**config.mk**
```make
export PLATFORM = sky130hd
export DESIGN_NAME = convolution_coprocessor_acc
export DESIGN_NICKNAME = d
export VERILOG_FILES = /design/src/rtl/convolution_coprocessor_acc.sv
export SDC_FILE = /design/constraint.sdc
export NUM_CORES = 1
export LEC_CHECK = 0
export CAP_MARGIN = 20
export CORE_MARGIN = 2
export CORE_UTILIZATION = 41
export CTS_CLUSTER_DIAMETER = 80
export DETAILED_ROUTE_END_ITERATION = 16
export HOLD_SLACK_MARGIN = 0.15
export PLACE_DENSITY = 0.67
export REMOVE_ABC_BUFFERS = 1
export SKIP_CTS_REPAIR_TIMING = 1
export SYNTH_ARGS = -nofsm -noshare
export SYNTH_HDL_FRONTEND = slang
export SYNTH_SLANG_ARGS = --single-unit
```
**constraint.sdc**
```tcl
create_clock -name clk -period 2.2 [get_ports clk]
set_clock_uncertainty 0.05 [all_clocks]
set_input_delay 0.33 -clock clk [delete_from_list [all_inputs] [get_ports clk]]
set_output_delay 0.33 -clock clk [all_outputs]
set_load 0.03 [all_outputs]
```
**src/rtl/convolution_coprocessor_acc.sv**
```systemverilog
// Saturating signed accumulator for the convolution coprocessor datapath.
// Sums a programmed number of signed terms into a clamped result and
// offers it on a valid/ready port. All outputs come from registers or
// from the FSM state, so no input reaches an output combinationally.
module convolution_coprocessor_acc #(
  parameter int DATA_WIDTH = 5,
  parameter int ACC_WIDTH  = 8,
  parameter int LEN_WIDTH  = 4
) (
  input  logic                  clk,
  input  logic                  rst,
  input  logic                  start,
  input  logic [LEN_WIDTH-1:0]  len,
  input  logic                  in_valid,
  input  logic [DATA_WIDTH-1:0] in_data,
  output logic                  in_ready,
  output logic                  out_valid,
  output logic [ACC_WIDTH-1:0]  out_data,
  output logic                  out_ovf,
  input  logic                  out_ready,
  output logic                  busy
);

  typedef enum logic [1:0] {
    IDLE  = 2'd0,
    ACCUM = 2'd1,
    DONE  = 2'd2
  } state_t;

  state_t                      state;
  logic [LEN_WIDTH-1:0]        count;
  logic signed [ACC_WIDTH-1:0] acc;
  logic                        ovf;

  logic signed [ACC_WIDTH:0]   term_ext;
  logic signed [ACC_WIDTH:0]   sum_ext;

  // Sum one guard bit wider than the accumulator: it cannot overflow,
  // and disagreement between its top two bits flags a result out of range.
  function automatic logic is_ovf(input logic signed [ACC_WIDTH:0] s);
    return s[ACC_WIDTH] != s[ACC_WIDTH-1];
  endfunction

  // Clamp the guarded sum to the accumulator range; the guard bit gives
  // the direction of the overflow.
  function automatic logic signed [ACC_WIDTH-1:0] sat(input logic signed [ACC_WIDTH:0] s);
    if (is_ovf(s)) begin
      if (s[ACC_WIDTH]) return {1'b1, {(ACC_WIDTH-1){1'b0}}};
      else              return {1'b0, {(ACC_WIDTH-1){1'b1}}};
    end
    return s[ACC_WIDTH-1:0];
  endfunction

  // Sign-extend the incoming term and form the guarded sum with the
  // current (possibly already clamped) accumulator.
  always_comb begin
    term_ext = {{(ACC_WIDTH+1-DATA_WIDTH){in_data[DATA_WIDTH-1]}}, in_data};
    sum_ext  = {acc[ACC_WIDTH-1], acc} + term_ext;
  end

  // Control FSM with accumulator, remaining count and sticky overflow.
  // A mid-operation reset discards the partial sum outright.
  always_ff @(posedge clk) begin
    if (rst) begin
      state <= IDLE;
      count <= '0;
      acc   <= '0;
      ovf   <= 1'b0;
    end else begin
      case (state)
        IDLE: begin
          if (start) begin
            count <= len;
            acc   <= '0;
            ovf   <= 1'b0;
            state <= (len == '0) ? DONE : ACCUM;
          end
        end
        ACCUM: begin
          if (in_valid) begin
            acc   <= sat(sum_ext);
            if (is_ovf(sum_ext)) ovf <= 1'b1;
            count <= count - LEN_WIDTH'(1);
            if (count == LEN_WIDTH'(1)) state <= DONE;
          end
        end
        DONE: begin
          if (out_ready) state <= IDLE;
        end
        default: state <= IDLE;
      endcase
    end
  end

  // Handshake and status outputs decode directly from the state register.
  always_comb begin
    in_ready  = (state == ACCUM);
    out_valid = (state == DONE);
    busy      = (state != IDLE);
    out_data  = acc;
    out_ovf   = ovf;
  end

endmodule

```
==> out/metrics.yaml, run 1 <==
run_status:
  outcome: "complete, no violations"
drt:
  routedWlPerCell_um: 13.4
  via_per_inst: 5.52
  drt-total-wl_um: 2830
  drc: 0
  firstDrtPassIters: 4
  first_iter_violations: 39
  antenna_left: 0
  vias: 1165
critical_path:
  cp_data_arrival_time_ns: 2.23
  crit_type: "in2reg"
  setup.worst_path.start_class: "primary input"
  ff2ff_setup_slack_ns: 0.13
  cp.required_ns: 2.32
  critPathCaptureType: "flip-flop"
  crit_fanout: 5
  r2r-start: "out_data[5]$_SDFFE_PP0P_"
  cp-startpoint: "in_data[0]"
die:
  initial_core_util_pct: 42.1
  io_pins: 26
  rows: 19
  die_h_um: 56.5
  coreArea_sq_um: 2690
  fp.dieW_um: 56.5
  dieArea_sq_um: 3190
final_layout:
  layout-drive-gt1-share_pct: 25.6
  nNetsFinal: 206
  syn2layout_area_growth_pct: 51.6
  final_util_pct: 63.8
  n_fill_cell: 230
  diodes: 0
timing:
  max_slew_margin_pct: 71.4
  fin_crit_ns: 2.11
  drv_slew: 0
  finalCritPeriodShare_pct: 95.7
  setup_violations: 0
  fmax_ghz: 0.475
  worst-slew-pin-transition_ns: 0.427
  hold_viol_final: 0
flow_run:
  max-cap-violations: 0
yosys:
  synth_enable_flop_cells: 0
  synthFlopType: "dfxtp_1"
  synth_area_sq_um: 1130
  syn-instance-count: 135
  synthArstFlopShare_pct: 0
  synth_seq_cells: 15
  avgSynthCellArea_sq_um: 8.37
  synth.distinct_cells: 41
  yosys_warnings: 0
  yosysSeqAreaShare_pct: 26.6
place:
  hpwl_um: 2220
  port-buffer-count: 25
  gp_congestion: 0.851
power:
  finalPower_mw: 1.00
  p_leak_nw: 0.711
  peakVddDrop_uv: 552
  p_per_area_nw_per_um2: 586
clocking:
  clockRootBuffer: "clkbuf_4"
  htree_levels: 1
  cts_inserted_buffers: 3
  clkSlewWorstSetupHoldPaths_ns: 0.08
  clock_latency_ns: 0.28
  cts_tree: "done"
  clock_path_buffers: 2
  cts.sinks: 15
global_route:
  overflow: 0
  grt_max_degree: 9
  antenna_found_initial: 0
  grt_pass1_vias: 1137
  grt_pass1_wl_um: 4790
  grtUsageTotal_pct: 18.7
worst_hold_path:
  min_from: "count[1]$_SDFFE_PP0P_"
  min_path_type: "reg2reg"
-- through the flow --
step,cell area [sq um],setup TNS [ns],hold slack [ns],setup slack [ns],std cells
after CTS,1560,-0.888,0.436,-0.131,209
after global placement,1530,-3.12,0.414,-0.389,205
after floorplan,1110,0,0.349,0.0312,132
final,1710,0,0.433,0.0937,211
after detailed placement,1530,-3.44,0.426,-0.435,205
after global routing,1710,-0.00278,0.451,-0.00278,211
-- cells by family (layout without fill, tap and decap cells) --
family / after synthesis / in the layout / share of synthesized area [%]
compound gates: 42 / 42 / 26.7
xor+xnor: 4 / 4 / 3.10
simple gates: 47 / 47 / 22.9
mux: 2 / 2 / 1.77
buf+inv: 12 / 57 / 4.32
fa+ha+maj: 13 / 13 / 14.6
flops: 15 / 15 / 26.6
-- critical path, cell delays in order --
cell	delay [ns]
clkdlybuf4s50_1	0.50
ha_4	0.17
a211oi_4	0.08
or4b_4	0.55
o211ai_4	0.15
nand2_2	0.12
a221o_1	0.33
-- placed cells by master, fill, tap and decap left out, types with 2 or more instances in the layout --
master	n
a211oi_1	4
a21o_1	2
mux2i_1	2
a221oi_1	2
o21ai_0	10
maj3_1	2
nor2_1	12
clkbuf_4	3
clkdlybuf4s50_1	21
nand3_1	2
xnor2_1	3
inv_1	9
a221o_1	4
ha_4	7
a21oi_1	10
nand2_1	9
nor2b_1	4
nand2b_1	3
nor3_1	3
ha_1	3
dfxtp_1	14
dlymetal6s2s_1	4
or2_2	2
nand3_2	2
buf_4	18
-- cell type report --
type | count | area, sq um | area share, %
clock buffer | 4 | 26.3 | 1.53
inverter | 9 | 33.8 | 1.97
multi-input combinational | 108 | 906 | 52.9
sequential | 15 | 302 | 17.6
tap | 31 | 38.8 | 2.26
timing repair buffer | 44 | 407 | 23.7
-- where the power goes --
part           internal, mW  total [mW]  switching, mW
combinational         0.256       0.512          0.256
sequential            0.303       0.337         0.0342
clock                0.0704       0.154         0.0835
total                 0.629        1.00          0.374
-- registers in the layout, indices dropped and copies added, names as in the netlist --
register  count
out_data      8
state         2
out_ovf       1
count         4
-- final timing paths --
kind | to | cells after the start
hold / removal | count[1]$_SDFFE_PP0P_ | 2
hold reg to reg | count[1]$_SDFFE_PP0P_ | 2
setup reg to reg | out_data[1]$_SDFFE_PP0P_ | 8
setup / recovery | out_data[3]$_SDFFE_PP0P_ | 7
-- routing by layer --
metal / global-route usage (%) / vias up / wire length (um)
met5: 0 / - / 0
met4: 6.12 / 0 / 17
met3: 4.38 / 2 / 165
met2: 30.4 / 43 / 1270
met1: 24.1 / 535 / 1380
li1: - / 585 / -
-- synth_stat cells (all sizes together), types with 2 or more instances --
cell / number / area share, %
nor2b: 4 / 2.2
nand3: 4 / 2.2
o211ai: 2 / 2.5
xnor2: 3 / 2.3
maj3: 2 / 1.8
a21o: 2 / 1.3
inv: 9 / 3.0
or2: 3 / 1.7
dfxtp: 15 / 27
nor3: 5 / 3.2
mux2i: 2 / 1.8
ha: 10 / 11
a221o: 4 / 3.5
a21oi: 11 / 4.9
o21ai: 12 / 5.6
a211oi: 5 / 3.8
nand2: 10 / 3.5
a221oi: 2 / 1.6
clkbuf: 2 / 0.66
nor2: 12 / 4.0
nand2b: 3 / 1.7
(Power assumes the default switching activity.)
==> inputs of run 2 (changes only) <==
CORE_MARGIN = default   (was 2)
SETUP_SLACK_MARGIN = 0.02   (was default)
==> run 2 against run 1 <==
Compared with the run above:
- combinational power is 7.2% higher
- hold slack improved by 0.0031 ns
- register-to-register slack lost 0.07 ns
- critical path depth is 1 lower
- clock power rose by 6%
==> out/metrics.yaml, run 2 (synthesis gave the netlist of run 1 again) <==
timing:
  worst-slew-pin-transition_ns: 0.558  # was 0.427 ns
  finalCritPeriodShare_pct: 97.4  # was 95.7%
  drv_slew: 0  # unchanged
  setup_ws_ns: 0.0571  # was 0.0937 ns
  fmax_ghz: 0.467  # was 0.475 GHz
  whs_ns: 0.436  # was 0.433 ns
  max_slew_margin_pct: 62.8  # was 71.4%
  setup_violations: 0  # unchanged
  fin_crit_ns: 2.14  # was 2.11 ns
  hold_viol_final: 0  # unchanged
power:
  peakVddDrop_uv: 438  # was 552 uV
  clkPwrFrac_pct: 15.5  # was 15.3%
  comb_power_share_pct: 52.3  # was 51.0%
  seq_power_share_pct: 32.2  # was 33.6%
  p_int_uw: 651  # was 629 uW
  p_per_area_nw_per_um2: 590  # was 586 nW/um^2
  finalPower_mw: 1.05  # was 1.00 mW
  swShare_pct: 38.0  # was 37.3%
  switching_power_uw: 400  # was 374 uW
  p_leak_nw: 0.789  # was 0.711 nW
critical_path:
  setup.worst_path.start_class: "flip-flop"  # was primary input
  reg2reg_to: "out_data[2]$_SDFFE_PP0P_"  # was out_data[1]$_SDFFE_PP0P_
  r2r-start: "out_data[7]$_SDFFE_PP0P_"  # was out_data[5]$_SDFFE_PP0P_
  crit_fanout: 6  # was 5
  crit_type: "reg2reg"  # was in2reg
  cp-endpoint: "out_data[2]$_SDFFE_PP0P_"  # was out_data[3]$_SDFFE_PP0P_
  cp.required_ns: 2.34  # was 2.32 ns
  r2r_cells: 6  # was 8
  cp_data_arrival_time_ns: 2.28  # was 2.23 ns
  ff2ff_setup_slack_ns: 0.06  # was 0.13 ns
  critPathCaptureType: "flip-flop"  # unchanged
  cp-startpoint: "out_data[7]$_SDFFE_PP0P_"  # was in_data[0]
global_route:
  grt_pass1_vias: 1132  # was 1137
  antenna_found_initial: 0  # unchanged
  grt_pass1_wl_um: 4600  # was 4790 um
  grtUsageTotal_pct: 21.4  # was 18.7%
  grt_max_degree: 11  # was 9
  overflow: 0  # unchanged
final_layout:
  fin_cells: 218  # was 211
  largest_reg_flops: 8  # unchanged
  final_util_pct: 69.9  # was 63.8%
  layout_commonest_cell: "buf_4"  # was clkdlybuf4s50_1
  syn2layout_area_growth_pct: 57.5  # was 51.6%
  layout-drive-gt1-share_pct: 29.3  # was 25.6%
  diodes: 0  # unchanged
  final_cell_mix: "buf_4, clkdlybuf4s50_1, dfxtp_1"  # was clkdlybuf4s50_1, buf_4, dfxtp_1
  nNetsFinal: 214  # was 206
clocking:
  clock_path_buffers: 2  # unchanged
  cts_inserted_buffers: 3  # unchanged
  clkSlewWorstSetupHoldPaths_ns: 0.09  # was 0.08 ns
  clock_latency_ns: 0.29  # was 0.28 ns
  cts.sinks: 15  # unchanged
  htree_levels: 1  # unchanged
  cts_tree: "done"  # unchanged
  clockRootBuffer: "clkbuf_4"  # unchanged
run_status:
  outcome: "complete, no violations"  # unchanged
drt:
  via_per_inst: 5.54  # was 5.52
  vias: 1207  # was 1165
  drc: 0  # unchanged
  routedWlPerCell_um: 14.7  # was 13.4 um
  first_iter_violations: 21  # was 39
  highest_layer: "met4"  # unchanged
  route.met3.wl_um: 122  # was 165 um
  dr_wl_met2_um: 1650  # was 1270 um
  antenna_left: 0  # unchanged
  drt-total-wl_um: 3210  # was 2830 um
  met1Wirelength_um: 1390  # was 1380 um
  firstDrtPassIters: 4  # unchanged
place:
  port-buffer-count: 25  # unchanged
  gp_congestion: 0.827  # was 0.851
  hpwl_um: 2250  # was 2220 um
  placed_cells: 206  # was 205
  dp_slack_ns: -0.436  # was -0.435 ns
worst_hold_path:
  min_path_type: "reg2reg"  # unchanged
die:
  dieArea_sq_um: 2970  # was 3190 sq um
  rows: 18  # was 19
  initial_core_util_pct: 44.4  # was 42.1%
  coreArea_sq_um: 2540  # was 2690 sq um
  die_h_um: 54.5  # was 56.5 um
  io_pins: 26  # unchanged
  fp.dieW_um: 54.5  # was 56.5 um
flow_run:
  max-cap-violations: 0  # unchanged
run 2: changes by cell type in the layout (fill, tap and decap cells not counted), moves of 2 or more:
cell / change
ha_4: -2
dlymetal6s2s_1: +2
buf_4: +8
clkdlybuf4s50_1: -2
run 2: area by class of cell:
| type | count | area, sq um |
|---|---|---|
| flip-flops and latches | 15 | 302 |
| multi-input cells | 108 | 908 |
| repair buffers | 52 | 472 |
| clock buffers | 4 | 26.3 |
| well taps | 30 | 37.5 |
| fillers | 202 | 766 |
| inverters | 9 | 33.8 |
run 2: worst min path at each step:
stage                                           to  slack [ns]                      from  depth (start not counted)
after floorplan              count[1]$_SDFFE_PP0P_        0.35                       rst                          1
after global placement       count[1]$_SDFFE_PP0P_        0.42     count[1]$_SDFFE_PP0P_                          2
after detailed placement  out_data[0]$_SDFFE_PP0P_        0.43  out_data[0]$_SDFFE_PP0P_                          2
after CTS                    count[1]$_SDFFE_PP0P_        0.45     count[1]$_SDFFE_PP0P_                          2
after global routing      out_data[0]$_SDFFE_PP0P_        0.48  out_data[0]$_SDFFE_PP0P_                          2
final                     out_data[0]$_SDFFE_PP0P_        0.44  out_data[0]$_SDFFE_PP0P_                          2
run 2: metrics by stage:
step                TNS, ns  instance area (sq um)
finish                    0                   1780
global route         -0.151                   1780
CTS                  -0.810                   1570
detailed placement    -3.36                   1550
global placement      -2.98                   1550
floorplan                 0                   1110
run 2: power by group through the flow:
| stage | Sequential (mW) | Clock, mW | Combinational (mW) |
|---|---|---|---|
| finish | 0.338 | 0.163 | 0.549 |
| global route | 0.344 | 0.181 | 0.593 |
| CTS | 0.335 | 0.163 | 0.465 |
| detailed placement | 0.341 | 0 | 0.462 |
| global placement | 0.341 | 0 | 0.453 |
| floorplan | 0.358 | 0 | 0.257 |
run 2: metal layers:
metal,vias up,track usage (%)
li1,600,-
met1,570,24.2
met2,31,40.0
met3,6,3.33
met4,0,7.26
met5,-,0
run 2: worst max-delay path, stage by stage (launching register included):
cell and delay (ns):
dfxtp_1 0.34, ha_1 0.36, a211oi_1 0.27, o21ai_1 0.20
o211ai_4 0.37, nand2_2 0.12, a221o_1 0.33
==> inputs of run 3 (changes only) <==
CORE_MARGIN = 2   (was default)
==> run 3 against run 2 <==
Compared with the run above:
- non-clock buffer count is 7 lower
- highest routed layer unchanged
- clock-buffer cell count unchanged
- cell count fell by 2.8%
- die area rose by 7.5%
==> out/metrics.yaml, run 3 (synthesis gave the netlist of run 1 again) <==
run_status:
  outcome: "complete, no violations"  # unchanged
critical_path:
  cp_data_arrival_time_ns: 2.23  # was 2.28 ns
  setup.worst_path.start_class: "primary input"  # was flip-flop
  cp.required_ns: 2.32  # was 2.34 ns
  r2r-start: "out_data[6]$_SDFFE_PP0P_"  # was out_data[7]$_SDFFE_PP0P_
  critPathCaptureType: "flip-flop"  # unchanged
  crit_type: "in2reg"  # was reg2reg
  ff2ff_setup_slack_ns: 0.16  # was 0.06 ns
  crit_fanout: 5  # was 6
  reg2reg_to: "out_data[3]$_SDFFE_PP0P_"  # was out_data[2]$_SDFFE_PP0P_
  r2r_cells: 6  # unchanged
place:
  gp_congestion: 0.851  # was 0.827
  placed_cells: 205  # was 206
  place_area_sq_um: 1530  # was 1550 sq um
  port-buffer-count: 25  # unchanged
  hpwl_um: 2220  # was 2250 um
timing:
  fmax_ghz: 0.475  # was 0.467 GHz
  hold_viol_final: 0  # unchanged
  finalCritPeriodShare_pct: 95.7  # was 97.4%
  worst-slew-pin-transition_ns: 0.425  # was 0.558 ns
  max_slew_margin_pct: 71.6  # was 62.8%
  setup_violations: 0  # unchanged
  drv_slew: 0  # unchanged
  whs_ns: 0.433  # was 0.436 ns
  fin_crit_ns: 2.11  # was 2.14 ns
  rsz0062_at_grt: "false"
clocking:
  htree_levels: 1  # unchanged
  cts.sinks: 15  # unchanged
  clock_path_buffers: 2  # unchanged
  clkSlewWorstSetupHoldPaths_ns: 0.08  # was 0.09 ns
  cts_tree: "done"  # unchanged
  clock_latency_ns: 0.28  # was 0.29 ns
  cts_inserted_buffers: 3  # unchanged
  clockRootBuffer: "clkbuf_4"  # unchanged
drt:
  via_per_inst: 5.42  # was 5.54
  drt-total-wl_um: 2810  # was 3210 um
  routedWlPerCell_um: 13.3  # was 14.7 um
  vias: 1150  # was 1207
  first_iter_violations: 35  # was 21
  antenna_left: 0  # unchanged
  firstDrtPassIters: 4  # unchanged
  drc: 0  # unchanged
final_layout:
  multi_input_area_sq_um: 913  # was 908 sq um
  layout_commonest_cell: "clkdlybuf4s50_1"  # was buf_4
  largest_reg_flops: 8  # unchanged
  final_area_sq_um: 1730  # was 1780 sq um
  ff_latch_area_sq_um: 302  # unchanged
  n_fill_cell: 228  # was 202
  syn2layout_area_growth_pct: 52.9  # was 57.5%
  diodes: 0  # unchanged
  fin_cells: 212  # was 218
  nNetsFinal: 207  # was 214
  final_cell_mix: "clkdlybuf4s50_1, buf_4, dfxtp_1"  # was buf_4, clkdlybuf4s50_1, dfxtp_1
  layout-drive-gt1-share_pct: 26.0  # was 29.3%
power:
  p_leak_nw: 0.716  # was 0.789 nW
  finalPower_mw: 1.01  # was 1.05 mW
  peakVddDrop_uv: 552  # was 438 uV
  p_per_area_nw_per_um2: 584  # was 590 nW/um^2
worst_hold_path:
  holdPathEnd: "count[1]$_SDFFE_PP0P_"  # was out_data[0]$_SDFFE_PP0P_
  min_path_type: "reg2reg"  # unchanged
  min_from: "count[1]$_SDFFE_PP0P_"  # was out_data[0]$_SDFFE_PP0P_
  hold_path_depth: 2  # unchanged
global_route:
  grt_max_degree: 9  # was 11
  overflow: 0  # unchanged
  grt_pass1_vias: 1137  # was 1132
  grtUsageTotal_pct: 18.7  # was 21.4%
  grt_pass1_wl_um: 4790  # was 4600 um
  antenna_found_initial: 0  # unchanged
die:
  coreArea_sq_um: 2690  # was 2540 sq um
  initial_core_util_pct: 42.1  # was 44.4%
  rows: 19  # was 18
  die_h_um: 56.5  # was 54.5 um
  fp.dieW_um: 56.5  # was 54.5 um
  dieArea_sq_um: 3190  # was 2970 sq um
  io_pins: 26  # unchanged
flow_run:
  max-cap-violations: 0  # unchanged
## run 3: cell types whose count changed in the layout (fill, tap and decap cells not counted), sizes merged
cell / before / now
dlymetal6s2s: 6 / 4
clkdlybuf4s50: 19 / 21
buf: 27 / 20
## run 3: layer usage
| layer | global-route usage [%] | vias to the layer above | wire length, um |
|---|---|---|---|
| li1 | - | 587 | - |
| met1 | 24.1 | 523 | 1380 |
| met2 | 30.4 | 38 | 1250 |
| met3 | 4.38 | 2 | 159 |
| met4 | 6.12 | 0 | 17 |
| met5 | 0 | - | 0 |
## run 3: worst max path at each step
stage | start | to | slack, ns | cells past startpoint
floorplan | out_data[0]$_SDFFE_PP0P_ | out_data[5]$_SDFFE_PP0P_ | 0.03 | 7
global placement | in_data[4] | out_data[6]$_SDFFE_PP0P_ | -0.39 | 7
detailed placement | in_data[4] | out_data[4]$_SDFFE_PP0P_ | -0.44 | 7
global route | in_data[0] | out_data[6]$_SDFFE_PP0P_ | 0.01 | 8
finish | in_data[0] | out_data[3]$_SDFFE_PP0P_ | 0.09 | 7
CTS | in_data[4] | out_data[1]$_SDFFE_PP0P_ | -0.13 | 8
## run 3: report_power, final
group	total, mW	internal (mW)	switching [mW]	leakage (nW)
sequential	0.337	0.303	0.0337	0.123
combinational	0.519	0.260	0.259	0.578
clock	0.154	0.0704	0.0833	0.0150
total	1.01	0.634	0.376	0.716
## run 3: stage by stage
step	util, %	setup TNS, ns	setup slack [ns]
2_1_floorplan	-	0	0.0312
4_1_cts	58.0	-0.888	-0.131
6_report	64.3	0	0.0941
3_5_place_dp	57.0	-3.44	-0.435
5_1_grt	64.3	0	0.0120
3_3_place_gp	57.0	-3.12	-0.389
## run 3: critical path, stage by stage
cell	delay (ns)
clkdlybuf4s50_1	0.50
ha_4	0.17
a211oi_4	0.08
or4b_4	0.55
o211ai_4	0.15
nand2_2	0.12
a221o_1	0.33
## run 3: cell type report
cell class | count | area share [%]
Multi-Input combinational cell | 108 | 52.9
Timing Repair Buffer | 45 | 24.0
Sequential cell | 15 | 17.5
Tap cell | 31 | 2.24
Inverter | 9 | 1.96
Clock buffer | 4 | 1.52
